### config.mk
export PLATFORM = sky130hd
export DESIGN_NAME = wfull_ctrl
export DESIGN_NICKNAME = d
export VERILOG_FILES = /design/src/rtl/wfull_ctrl.sv
export SDC_FILE = /design/constraint.sdc
export NUM_CORES = 1
export LEC_CHECK = 0
export ABC_AREA = 0
export CORE_MARGIN = 2
export CORE_UTILIZATION = 51
export CTS_CLUSTER_DIAMETER = 40
export DETAILED_ROUTE_END_ITERATION = 8
export PLACE_DENSITY = 0.82
export SYNTH_ARGS = -nofsm -noshare
export SYNTH_HDL_FRONTEND = slang
export SYNTH_SLANG_ARGS = --single-unit
### constraint.sdc
create_clock -name w_clk -period 3.9 [get_ports w_clk]
set_clock_uncertainty 0.1 [all_clocks]
set_input_delay 1.17 -clock w_clk [delete_from_list [all_inputs] [get_ports w_clk]]
set_output_delay 1.17 -clock w_clk [all_outputs]
set_load 0.005 [all_outputs]
### src/rtl/wfull_ctrl.sv
// wfull_ctrl: write-domain full/almost-full/level/overflow tracking for a Gray-pointer async FIFO.
module wfull_ctrl #(
  parameter int ADDRBITS = 4,
  parameter int AF_LEVEL = (1 << ADDRBITS) - 2
) (
  input  logic                w_clk,
  input  logic                reset,
  input  logic                wen,
  input  logic [ADDRBITS:0]   wgrey,
  input  logic [ADDRBITS:0]   rgrey,
  input  logic                clr_ovf,
  output logic                f_flag,
  output logic                almost_full,
  output logic [ADDRBITS:0]   wlevel,
  output logic                overflow
);
  localparam int W = ADDRBITS + 1;
  localparam logic [W-1:0] MSB2 = {2'b11, {(W-2){1'b0}}};
  localparam logic [W-1:0] AF = W'(AF_LEVEL);
  function automatic logic [W-1:0] g2b(input logic [W-1:0] g);
    logic [W-1:0] b;
    b[W-1] = g[W-1];
    for (int i = W - 2; i >= 0; i--) b[i] = b[i+1] ^ g[i];
    return b;
  endfunction
  logic [W-1:0] rq1_q, rq2_q, wlevel_q, wlevel_d;
  logic [W-1:0] wbin_next, wgrey_next;
  logic         f_flag_q, f_flag_d, almost_full_q, almost_full_d, overflow_q, overflow_d, accept;
  always_comb begin
    accept        = wen & ~f_flag_q;
    wbin_next     = g2b(wgrey) + W'(accept);
    wgrey_next    = wbin_next ^ (wbin_next >> 1);
    wlevel_d      = wbin_next - g2b(rq2_q);
    f_flag_d      = wgrey_next == (rq2_q ^ MSB2);
    almost_full_d = wlevel_d >= AF;
    overflow_d    = (wen & f_flag_q) | (overflow_q & ~clr_ovf);
  end
  // rgrey is only ever consumed through the rq1/rq2 synchronizer
  always_ff @(posedge w_clk or negedge reset) begin
    if (!reset) begin
      rq1_q         <= '0;
      rq2_q         <= '0;
      wlevel_q      <= '0;
      f_flag_q      <= 1'b0;
      almost_full_q <= 1'b0;
      overflow_q    <= 1'b0;
    end else begin
      rq1_q         <= rgrey;
      rq2_q         <= rq1_q;
      wlevel_q      <= wlevel_d;
      f_flag_q      <= f_flag_d;
      almost_full_q <= almost_full_d;
      overflow_q    <= overflow_d;
    end
  end
  assign f_flag      = f_flag_q;
  assign almost_full = almost_full_q;
  assign wlevel      = wlevel_q;
  assign overflow    = overflow_q;
endmodule
### Word level (Yosys, flattened, before mapping)

Index checks and enable logic that the tools add are counted.

| storage, ports and cells | value |
|---|---|
| register bits after elaboration | 18 |
| input bits | 14 |

| cells by class | value |
|---|---|
| bitwise gates (word level) | 16 |
| eq/ne operators | 1 |
| order comparisons | 1 |
| add/sub/neg operators | 2 |

Operators by type and width:

| kind | number |
|---|---|
| 1-bit bitwise XOR | 8 |
| 5-bit by 1-bit adder with 5-bit output | 1 |
| 5-bit equality test | 1 |
| 5-bit by 4-bit >= comparator with 1-bit output (second input constant) | 1 |
| 5-bit subtractor | 1 |
| 5-bit by 4-bit bitwise XOR with 5-bit output | 1 |
| 1-bit bitwise AND | 3 |
| 1-bit NOT | 2 |
| 2-bit NOT | 1 |
| 1-bit OR | 1 |

### Logic depth before layout (Yosys ltp)

| depth | value |
|---|---|
| depth in word-level cells | 7 |
| gate-level depth with buffers | 13 |
| mapped depth without buffers | 13 |

### Least setup slack after synthesis

No wires, ideal clock.

| path | value |
|---|---|
| path kind | input -> register |
| start point | input port wgrey[3] |
| end point | register f_flag_q, in the netlist f_flag |
| setup slack | 0.045 ns |
| arrival time | 3.644 ns |
| data required time | 3.689 ns |
| stages on the path | 10 |
| path through | xor2_2 ha_1 inv_1 ha_1 xnor2_1 ha_1 and3b_1 xnor3_1 or4_1 a2111oi_2 |

| on the way | value |
|---|---|
| longest elaborated chain between the ends | 7 |

Ends and longest elaborated chain:

| item | RTL line | RTL |
|---|---|---|
| from (decl) | 9 | `input logic [ADDRBITS:0] wgrey,` |
| 1-bit bitwise XOR (*) | 23 | `for (int i = W - 2; i >= 0; i--) b[i] = b[i+1] ^ g[i];` |
| 1-bit bitwise XOR (3 in a row) | 23 |  |
| 5-bit by 1-bit adder with 5-bit output (*) | 31 | `wbin_next = g2b(wgrey) + W'(accept);` |
| 5-bit by 4-bit bitwise XOR with 5-bit output (*) | 32 | `wgrey_next = wbin_next ^ (wbin_next >> 1);` |
| 5-bit equality test (*) | 34 | `f_flag_d = wgrey_next == (rq2_q ^ MSB2);` |
| via f_flag_d | 28 | `logic f_flag_q, f_flag_d, almost_full_q, almost_full_d, overflow_q, overflow_d, accept;` |
| to (signal assigned) | 51 | `f_flag_q <= f_flag_d;` |
| to (decl) | 28 |  |

Mark *: on every way through the listed nets, which the timed path passes. The rest lies on a longest branch.

### Worst setup path after layout

| path | value |
|---|---|
| start point | input port wgrey[4] |
| end point | register f_flag_q, in the netlist f_flag |

| on the way | value |
|---|---|
| longest elaborated chain between the ends | 7 |

Ends and longest elaborated chain:

| item | RTL line |
|---|---|
| 1-bit bitwise XOR (4 in a row) | 23 |
| 5-bit by 1-bit adder with 5-bit output (*) | 31 |
| 5-bit by 4-bit bitwise XOR with 5-bit output (*) | 32 |
| 5-bit equality test (*) | 34 |
| via f_flag_d | 28 |

Marked as above.

==> impl_metrics.yaml <==
synth:
  yosys_warnings: 0
  netlist_instances: 79
  synth_nets: 101
  ys_seq_elements: 18
  syn_avg_cell_area_um2: 11.80
  netlist_area_um2: 932.1
  seq_area_frac_synth: 0.4832
  yosysUniqueCellTypes: 26
min_path:
  hold_end: "rq2_q[4]$_DFF_PN0_"
  min_from: "rq1_q[4]$_DFF_PN0_"
  min_path_type: "reg -> reg"
  min_path_cells: 0
worst_setup_path:
  cp.arrival_ps: 3900
  worstSetupEndpointType: "flop"
  r2r-end: "almost_full$_DFF_PN0_"
  required_ps: 4000
  reg2reg_slack_ps: 1180
  cp_max_fo: 3
  cp-start-kind: "primary input"
  r2r_cells: 9
  r2r-start: "rq2_q[3]$_DFF_PN0_"
  critPathKind: "in -> reg"
routing:
  routed_wl_um: 1819
  topRoutingLayerUsed: "met4"
  wl_met1_um: 723
  drtAntennaViolNets: 0
  wl_met2_um: 1000
  dr.first_iter.drc_count: 3
  drc_errors: 0
  wire_per_inst_um: 12.81
  wl_met3_um: 54
  via_per_inst: 4.669
  vias: 663
  dr.pass1.iters: 2
placement:
  gp_congestion: 0.7565
  dp.cells: 135
  hpwl_um: 1300
  io_buffers: 21
  placed_area_um2: 1249
timing:
  max_freq_mhz: 263.0
  max_slew_margin: 0.4793
  tightest_slew_ps: 778.6
  finalCriticalPeriod_ps: 3802
  holdWs_ps: 259.6
  finalCritPeriodShare: 0.9749
  setup_viol: 0
  slew_violations: 0
  hold_viol: 0
clocking:
  cts_tree: "yes"
  htree_levels: 1
  cts_buffer_depth: 2
  ctsRootBufferMaster: "clkbuf_4"
  clock_sinks: 18
  cts_buffers: 3
  clk_pin_slew_ps: 100
  clkLatencyLatePin_ps: 290
pwr:
  power.density_nw_per_um2: 478.5
  power_frac_clock: 0.172
  p_leak_nw: 0.6461
  p_comb_frac: 0.472
  swShare: 0.2917
  p_total_uw: 658.0
  seqPwrFrac: 0.356
  p_int_uw: 466.1
  ir_drop_v: 0.0003762
  p_sw_uw: 191.9
floorplanning:
  core_area_um2: 1727
  start_util: 0.5399
  die_w_um: 46.75
  fp.dieH_um: 46.75
  rows: 15
  die-area_um2: 2186
  ios: 22
grt:
  gr-usage-all-layers: 0.1960
  antenna_found_initial: 0
  grt_pass1_wl_um: 2822
  grt_overflow_total: 0
  grt_pass1_vias: 667
  grt_max_degree: 19
run_status:
  status: "finished, final reports clean"
flow_run:
  drv_cap: 0
finish:
  layout-drive-gt1-share: 0.2564
  fillers: 108
  fin_nets: 140
  diodes: 0
  syn_to_final_growth_pct: 47.52
  final_area_um2: 1375
  layout.cells.non_filler: 142
==> state kept, by name, summed over array words and instances (netlist names) <==
register and flops:
overflow 1, almost_full 1, f_flag 1, wlevel 5, rq2_q 5, rq1_q 5
==> power groups by stage <==
| stage | clock [mW] | sequential [mW] | combinational, mW |
|---|---|---|---|
| CTS | 0.121 | 0.234 | 0.292 |
| detailed placement | 0 | 0.239 | 0.267 |
| floorplan | 0 | 0.243 | 0.121 |
| global placement | 0 | 0.238 | 0.260 |
| global route | 0.123 | 0.237 | 0.344 |
| finish | 0.113 | 0.234 | 0.310 |
==> repair_timing <==
item,CTS,global route
gates resized for setup,7,10
setup buffers,3,0
cloned,0,0
pin swaps,5,7
setup endpoints to repair,3,4
hold buffers,0,0
==> cells by family after synthesis <==
group / count (synthesis) / synth area share
flip-flops: 18 / 0.4832
XOR/XNOR: 12 / 0.1544
AO/OA/AOI/OAI: 10 / 0.07920
multiplexers: 2 / 0.02148
adder cells (fa/ha/maj): 8 / 0.1154
buffers and inverters: 12 / 0.04832
AND/OR/NAND/NOR: 17 / 0.09799
==> worst max-delay path: stages <==
cell           delay [ps]
dlygate4sd2_1         280
xor2_2                210
ha_4                  280
inv_2                  40
ha_4                  270
xnor2_2               100
ha_2                  210
buf_6                 110
nor2b_2                50
buf_4                 130
o21a_1                170
or4_4                 520
a2111oi_4             350
==> Yosys cell counts, drive strengths merged <==
cell type	n	area, um^2
nor3b	1	7.510
nor2	2	7.510
o21a	1	7.510
and3b	1	8.760
nand3	1	5.000
a2111oi	1	15.01
nor2b	4	25.02
o311ai	1	8.760
xor2	3	33.79
nand2	5	18.77
mux2i	2	20.02
inv	12	45.04
or4	1	7.510
xnor2	7	61.31
nor3	1	5.000
a21boi	1	7.510
o21ai	4	20.02
xnor3	2	48.80
nand2b	1	6.260
fa	1	20.02
o211ai	1	7.510
a21o	1	7.510
ha	7	87.58
dfrtp	18	450.4
==> per-layer routing <==
layer  track usage  vias up
met5             0        -
met3       0.03077        5
met1        0.2272      313
li1              -      332
met4        0.1167        0
met2        0.3417       13
==> area by class of cell <==
class | count | area [um^2] | area share
multi-input combinational | 49 | 500.5 | 0.3640
timing repair buffer | 34 | 311.5 | 0.2266
clock buffer | 4 | 36.28 | 0.02639
tap | 25 | 31.28 | 0.02275
inverter | 12 | 45.04 | 0.03276
sequential | 18 | 450.4 | 0.3276
==> worst max path at each step <==
stage	slack, ps	cells past startpoint	startpoint	to
floorplan	50	10	wgrey[3]	f_flag$_DFF_PN0_
global placement	-440	11	wgrey[3]	f_flag$_DFF_PN0_
detailed placement	-580	11	wgrey[3]	f_flag$_DFF_PN0_
CTS	50	11	wgrey[2]	f_flag$_DFF_PN0_
global route	-30	13	wgrey[4]	f_flag$_DFF_PN0_
finish	100	13	wgrey[4]	f_flag$_DFF_PN0_
==> through the flow <==
stage / TNS [ps] / setup slack, ps / util
after floorplan: 0 / 45.01 / -
after global placement: -1533 / -435.7 / 0.7232
after detailed placement: -1955 / -584.2 / 0.7232
after CTS: 0 / 49.05 / 0.7681
after global routing: -30.20 / -30.20 / 0.7964
final: 0 / 97.83 / 0.7964
==> placed cells by master, fill, tap and decap left out, drive strengths merged <==
cell / synthesis / final
a2111oi: 1 / 1
a21boi: 1 / 1
a21o: 1 / 1
and3b: 1 / 1
buf: 0 / 13
clkbuf: 0 / 4
clkdlybuf4s50: 0 / 18
dfrtp: 18 / 18
dlygate4sd2: 0 / 2
dlymetal6s2s: 0 / 1
fa: 1 / 1
ha: 7 / 7
inv: 12 / 12
mux2i: 2 / 2
nand2: 5 / 5
nand2b: 1 / 1
nand3: 1 / 1
nor2: 2 / 2
nor2b: 4 / 4
nor3: 1 / 1
nor3b: 1 / 1
o211ai: 1 / 1
o21a: 1 / 1
o21ai: 4 / 4
o311ai: 1 / 1
or4: 1 / 1
xnor2: 7 / 7
xnor3: 2 / 2
xor2: 3 / 3
Note: power is estimated with default switching activity, not from simulation.
